<file path="src/rtl/int_reg_file.sv">
// int_reg_file: 2-read/1-write integer register file, registered reads, x0 reads as zero.
// Define INT_REG_FILE_BYPASS_EN for write-first forwarding on read/write collisions.
module int_reg_file #(
  parameter int unsigned ADDR_WIDTH = 5,
  parameter int unsigned DATA_WIDTH = 32
) (
  input  logic                  clk,
  input  logic                  rst,
  input  logic [ADDR_WIDTH-1:0] readAddr1,
  input  logic [ADDR_WIDTH-1:0] readAddr2,
  output logic [DATA_WIDTH-1:0] readValue1,
  output logic [DATA_WIDTH-1:0] readValue2,
  input  logic [ADDR_WIDTH-1:0] writeAddr,
  input  logic [DATA_WIDTH-1:0] writeValue,
  input  logic                  writeEnable,
  output logic                  ready
);

  localparam int unsigned DEPTH = 2 ** ADDR_WIDTH;
  localparam logic [ADDR_WIDTH-1:0] LAST_INDEX = ADDR_WIDTH'(DEPTH - 1);

  typedef enum logic {
    CLEAR,
    RUN
  } state_t;

  state_t                state;
  logic [ADDR_WIDTH-1:0] clear_index;
  logic [DATA_WIDTH-1:0] mem [DEPTH];
  logic                  write_en_c;
  logic [DATA_WIDTH-1:0] read_data1_c;
  logic [DATA_WIDTH-1:0] read_data2_c;

  assign write_en_c = (state == RUN) && writeEnable && (writeAddr != '0);

  // Next read data per port; x0 overrides everything, including forwarding.
  always_comb begin
    read_data1_c = mem[readAddr1];
    read_data2_c = mem[readAddr2];
`ifdef INT_REG_FILE_BYPASS_EN
    if (write_en_c && (writeAddr == readAddr1)) read_data1_c = writeValue;
    if (write_en_c && (writeAddr == readAddr2)) read_data2_c = writeValue;
`endif
    if (readAddr1 == '0) read_data1_c = '0;
    if (readAddr2 == '0) read_data2_c = '0;
  end

  // Control FSM: clear sweep after reset, then service the ports.
  always_ff @(posedge clk) begin
    if (rst) begin
      state       <= CLEAR;
      clear_index <= '0;
      ready       <= 1'b0;
      readValue1  <= '0;
      readValue2  <= '0;
    end else begin
      case (state)
        CLEAR: begin
          readValue1 <= '0;
          readValue2 <= '0;
          if (clear_index == LAST_INDEX) begin
            state <= RUN;
            ready <= 1'b1;
          end else begin
            clear_index <= clear_index + ADDR_WIDTH'(1);
          end
        end
        RUN: begin
          readValue1 <= read_data1_c;
          readValue2 <= read_data2_c;
        end
      endcase
    end
  end

  // Storage array: no reset, every entry is defined by the sweep.
  always_ff @(posedge clk) begin
    if (!rst) begin
      if (state == CLEAR) begin
        mem[clear_index] <= '0;
      end else if (write_en_c) begin
        mem[writeAddr] <= writeValue;
      end
    end
  end

endmodule

</file>
<file path="config.mk">
export PLATFORM = sky130hd
export DESIGN_NAME = int_reg_file
export DESIGN_NICKNAME = d
export VERILOG_FILES = /design/src/rtl/int_reg_file.sv
export SDC_FILE = /design/constraint.sdc
export NUM_CORES = 1
export LEC_CHECK = 0
export CORE_UTILIZATION = 43
export DETAILED_ROUTE_END_ITERATION = 16
export GPL_TIMING_DRIVEN = 0
export MAX_ROUTING_LAYER = met4
export PLACE_DENSITY_LB_ADDON = 0.2
export REMOVE_ABC_BUFFERS = 1
export SLEW_MARGIN = 0
export SYNTH_ARGS = -nofsm -noshare
export SYNTH_HDL_FRONTEND = slang
export SYNTH_SLANG_ARGS = --single-unit
</file>
<file path="constraint.sdc">
create_clock -name clk -period 6 [get_ports clk]
set_input_delay 0.6 -clock clk [delete_from_list [all_inputs] [get_ports clk]]
set_output_delay 0.6 -clock clk [all_outputs]
set_load 0.05 [all_outputs]
</file>
==> key figures <==
Power
  – Clock power frac: 43.4%
  – Switch Pwr: 0.00356 W
  – P per Cell Area: 279 nW/µm²
  – Switch share: 21.7%
  – P_int: 0.0129 W
  – Maximum vdd drop: 237 µV
  – Power after layout: 0.0164 W
  – Sequential power share: 50.5%
  – Leakage power: 18.0 nW
  – Combinational Power Share: 6.0%

Placed design
  – I/O Buffers: 114
  – Placed Area: 55000 µm²
  – Pre-CTS setup slack: 1.26 ns
  – Final HPWL DP: 101000 µm
  – Gpl congestion: 0.796

Worst setup path
  – Most used cell, CP: buf_4
  – Critical Path Start Type: input port
  – WS Path Type: in -> reg
  – Reg-to-Reg Start: state$_SDFF_PP0_
  – Critical Path Slowest Stage Cell: nor4_2
  – R2r setup slk: 2.12 ns
  – CP cell instances: clkdlybuf4s50_1 -> and3b_1 -> o21a_4 -> o22ai_1 -> nor4_2 -> buf_6 -> buf_4 -> buf_4
  – Worst Path Required: 6.41 ns
  – Worst r2r path cells: 7
  – CP arrival: 4.40 ns
  – Critical path fanouts, max: 37
  – Crit end category: flip-flop
  – FF-to-FF End: mem[7][21]$_DFFE_PP_
  – Slowest stage delay, CP: 0.95 ns

Synthesis
  – Number of synthesized register bits: 1095
  – Largest cells by area after synthesis: edfxtp_1 61%, mux4_2 13%, mux2i_1 8.1%, mux2_2 3.2%, dfxtp_1 2.8%
  – EDFF count, synth: 1024
  – Synthesis warning total: 0
  – Synth Cell Area: 50300 µm²
  – Syn_area_per_cell: 17.5 µm²
  – Cells after Synth: 2877
  – Yosys top cell by area: edfxtp_1
  – Seq/Total Area, Yosys: 64.0%
  – Netlist cell types: 55
  – Post-synth top flop: edfxtp_1
  – Post-synth ARST share: 0%
  – Yosys top cell area share: 61.2%

Global route
  – GRT Overall Usage: 26.7%
  – Largest net degree at the start of global routing: 108
  – Number of global-route vias before repair: 31.3k
  – Initial antenna violation count: 3
  – First-pass GRT wire length: 219000 µm
  – Gr ovfl total: 0

STA
  – Final hold violations: 0
  – Slew Limit Fails: 0
  – Final worst path period share: 66.5%
  – Setup Skew: 0.0346 ns
  – Max-slew headroom: 26.2%
  – RSZ-0062 raised after global routing: false
  – Final Setup Violations: 0
  – Worst slew pin tran: 1.10 ns
  – Min Tclk post-route: 3.99 ns
  – Setup WS post-layout: 2.01 ns
  – Fmax: 0.251 GHz

Detailed routing
  – Via Count: 30.2k
  – Final ANT Viol Nets: 0
  – Drt first pass iters: 7
  – Final wirelength: 153000 µm
  – Starting DRT DRC Count: 3326
  – Drt drc: 0
  – Vias per inst: 6.45
  – Detailed-route wire length per cell: 32.5 µm

Floorplan
  – Row count: 125
  – Core Region: 116000 µm²
  – Die height: 344 µm
  – Effective utilization at floorplan: 43.3%
  – Die Footprint: 118000 µm²
  – Number of I/O pins: 115
  – Die X-Extent: 344 µm

Min path
  – Hold crit path type: in -> reg
  – Min-delay src: readAddr2[4]
  – Min-Delay Path Depth: 3
  – Worst Hold End: readValue2[17]$_SDFF_PP0_

Run status
  – Status: finished, final reports clean

Clocking
  – Clk_lat worst skew: 0.71 ns
  – Maximum buffer depth of the clock tree: 3
  – CTS tree: yes
  – Post-CTS resize count: 0
  – Root Buffer: clkbuf_16
  – H-tree levels: 3
  – CTS clk-pin slew, worst paths: 0.06 ns
  – Sink Count: 1095
  – Post-CTS Setup Repair Bufs: 0
  – Hold-fix buffers, CTS: 0
  – Inserted Clock Buffers: 116

Cells and area
  – Area growth syn-to-layout: 17.0%
  – Layout Utilization: 50.7%
  – Fillers: 9339
  – Finished Cell Area: 58800 µm²
  – Layout cells sized above 1: 26.8%
  – Ant. Diodes: 0
  – Layout Nets: 3120

Job
  – Max_cap viols: 0
layer usage:
metal,GRT usage (%),wire (µm),vias to the layer above
met5,-,0,-
met4,8.80,4990,0
met3,5.09,14600,322
met2,39.7,69400,1658
met1,37.0,63600,15900
li1,-,-,12300
state kept, by name, indices dropped and copies added (netlist names):
register     cells
mem           1024
readValue1      32
readValue2      32
clear_index      5
ready            1
state            1
area by class of cell:
class	instances	area [µm²]	share of cell area (%)
clock buffer	172	3330	5.66
clock inverter	45	447	0.760
inverter	7	26.3	0.0447
multi-input combinational	1550	17100	29.1
sequential	1095	32200	54.7
tap	1524	1910	3.24
timing repair buffer	298	3800	6.46
power groups by stage:
stage | Clock [W] | Combinational [W] | Sequential, W
2_1_floorplan | 0 | 0.000435 | 0.00846
3_3_place_gp | 0 | 0.00141 | 0.00847
3_5_place_dp | 0 | 0.000983 | 0.00847
4_1_cts | 0.00723 | 0.000985 | 0.00831
5_1_grt | 0.00753 | 0.00103 | 0.00831
6_report | 0.00713 | 0.000992 | 0.00831
cell usage in the layout, fill, tap and decap left out, drive strengths merged, types with 71 or more instances in the layout:
cell           netlist  final
mux4               298    298
nand3               76     76
edfxtp            1024   1024
dfxtp               71     71
mux2i              406    406
a22oi              156    156
buf                149    192
clkdlybuf4s50        0    106
mux2               144    144
clkbuf              76    172
worst max-delay path, delay by kind of cell:
kind,cells,cell delay [ns]
AO/OA/AOI/OAI,2,1.08
AND/OR/NAND/NOR,2,1.41
buffers and inverters,4,1.29
how the worst max path moves through the flow:
stage | start | endpoint | depth (start not counted)
final | rst | mem[7][21]$_DFFE_PP_ | 8
after global routing | rst | mem[7][0]$_DFFE_PP_ | 8
after CTS | rst | mem[7][0]$_DFFE_PP_ | 8
after detailed placement | rst | mem[7][0]$_DFFE_PP_ | 8
after global placement | readAddr1[1] | readValue1[23]$_SDFF_PP0_ | 5
after floorplan | writeAddr[4] | mem[15][0]$_DFFE_PP_ | 4
metrics by stage:
| step | hold slack (ns) | setup TNS [ns] | cells |
|---|---|---|---|
| after floorplan | 0.490 | 0 | 2652 |
| after global placement | 0.461 | -4777.29 | 4290 |
| after detailed placement | 0.497 | 0 | 4473 |
| after CTS | 0.412 | 0 | 4690 |
| after global routing | 0.452 | 0 | 4691 |
| final | 0.436 | 0 | 4691 |
logic make-up after synthesis:
| family | count (synthesis) | share of synthesized area [%] |
|---|---|---|
| DFF | 1095 | 64.0 |
| and+or+nand+nor | 333 | 3.41 |
| xor gates and xnor gates | 3 | 0.0523 |
| adders and majority gates | 2 | 0.0498 |
| AOI/OAI and AO/OA | 364 | 5.29 |
| buffers and inverters | 232 | 2.50 |
| muxes | 848 | 24.7 |
synth_stat cells, drive strengths merged, types with 33 or more instances:
| library cell | count |
|---|---|
| nor2 | 45 |
| nand3 | 76 |
| clkbuf | 76 |
| mux2 | 144 |
| dfxtp | 71 |
| mux4 | 298 |
| a22oi | 156 |
| nand4 | 33 |
| edfxtp | 1024 |
| buf | 149 |
| nand2 | 63 |
| and2 | 35 |
| nor2b | 38 |
| o21ai | 33 |
| mux2i | 406 |
Power figures use the tool's default switching activity.
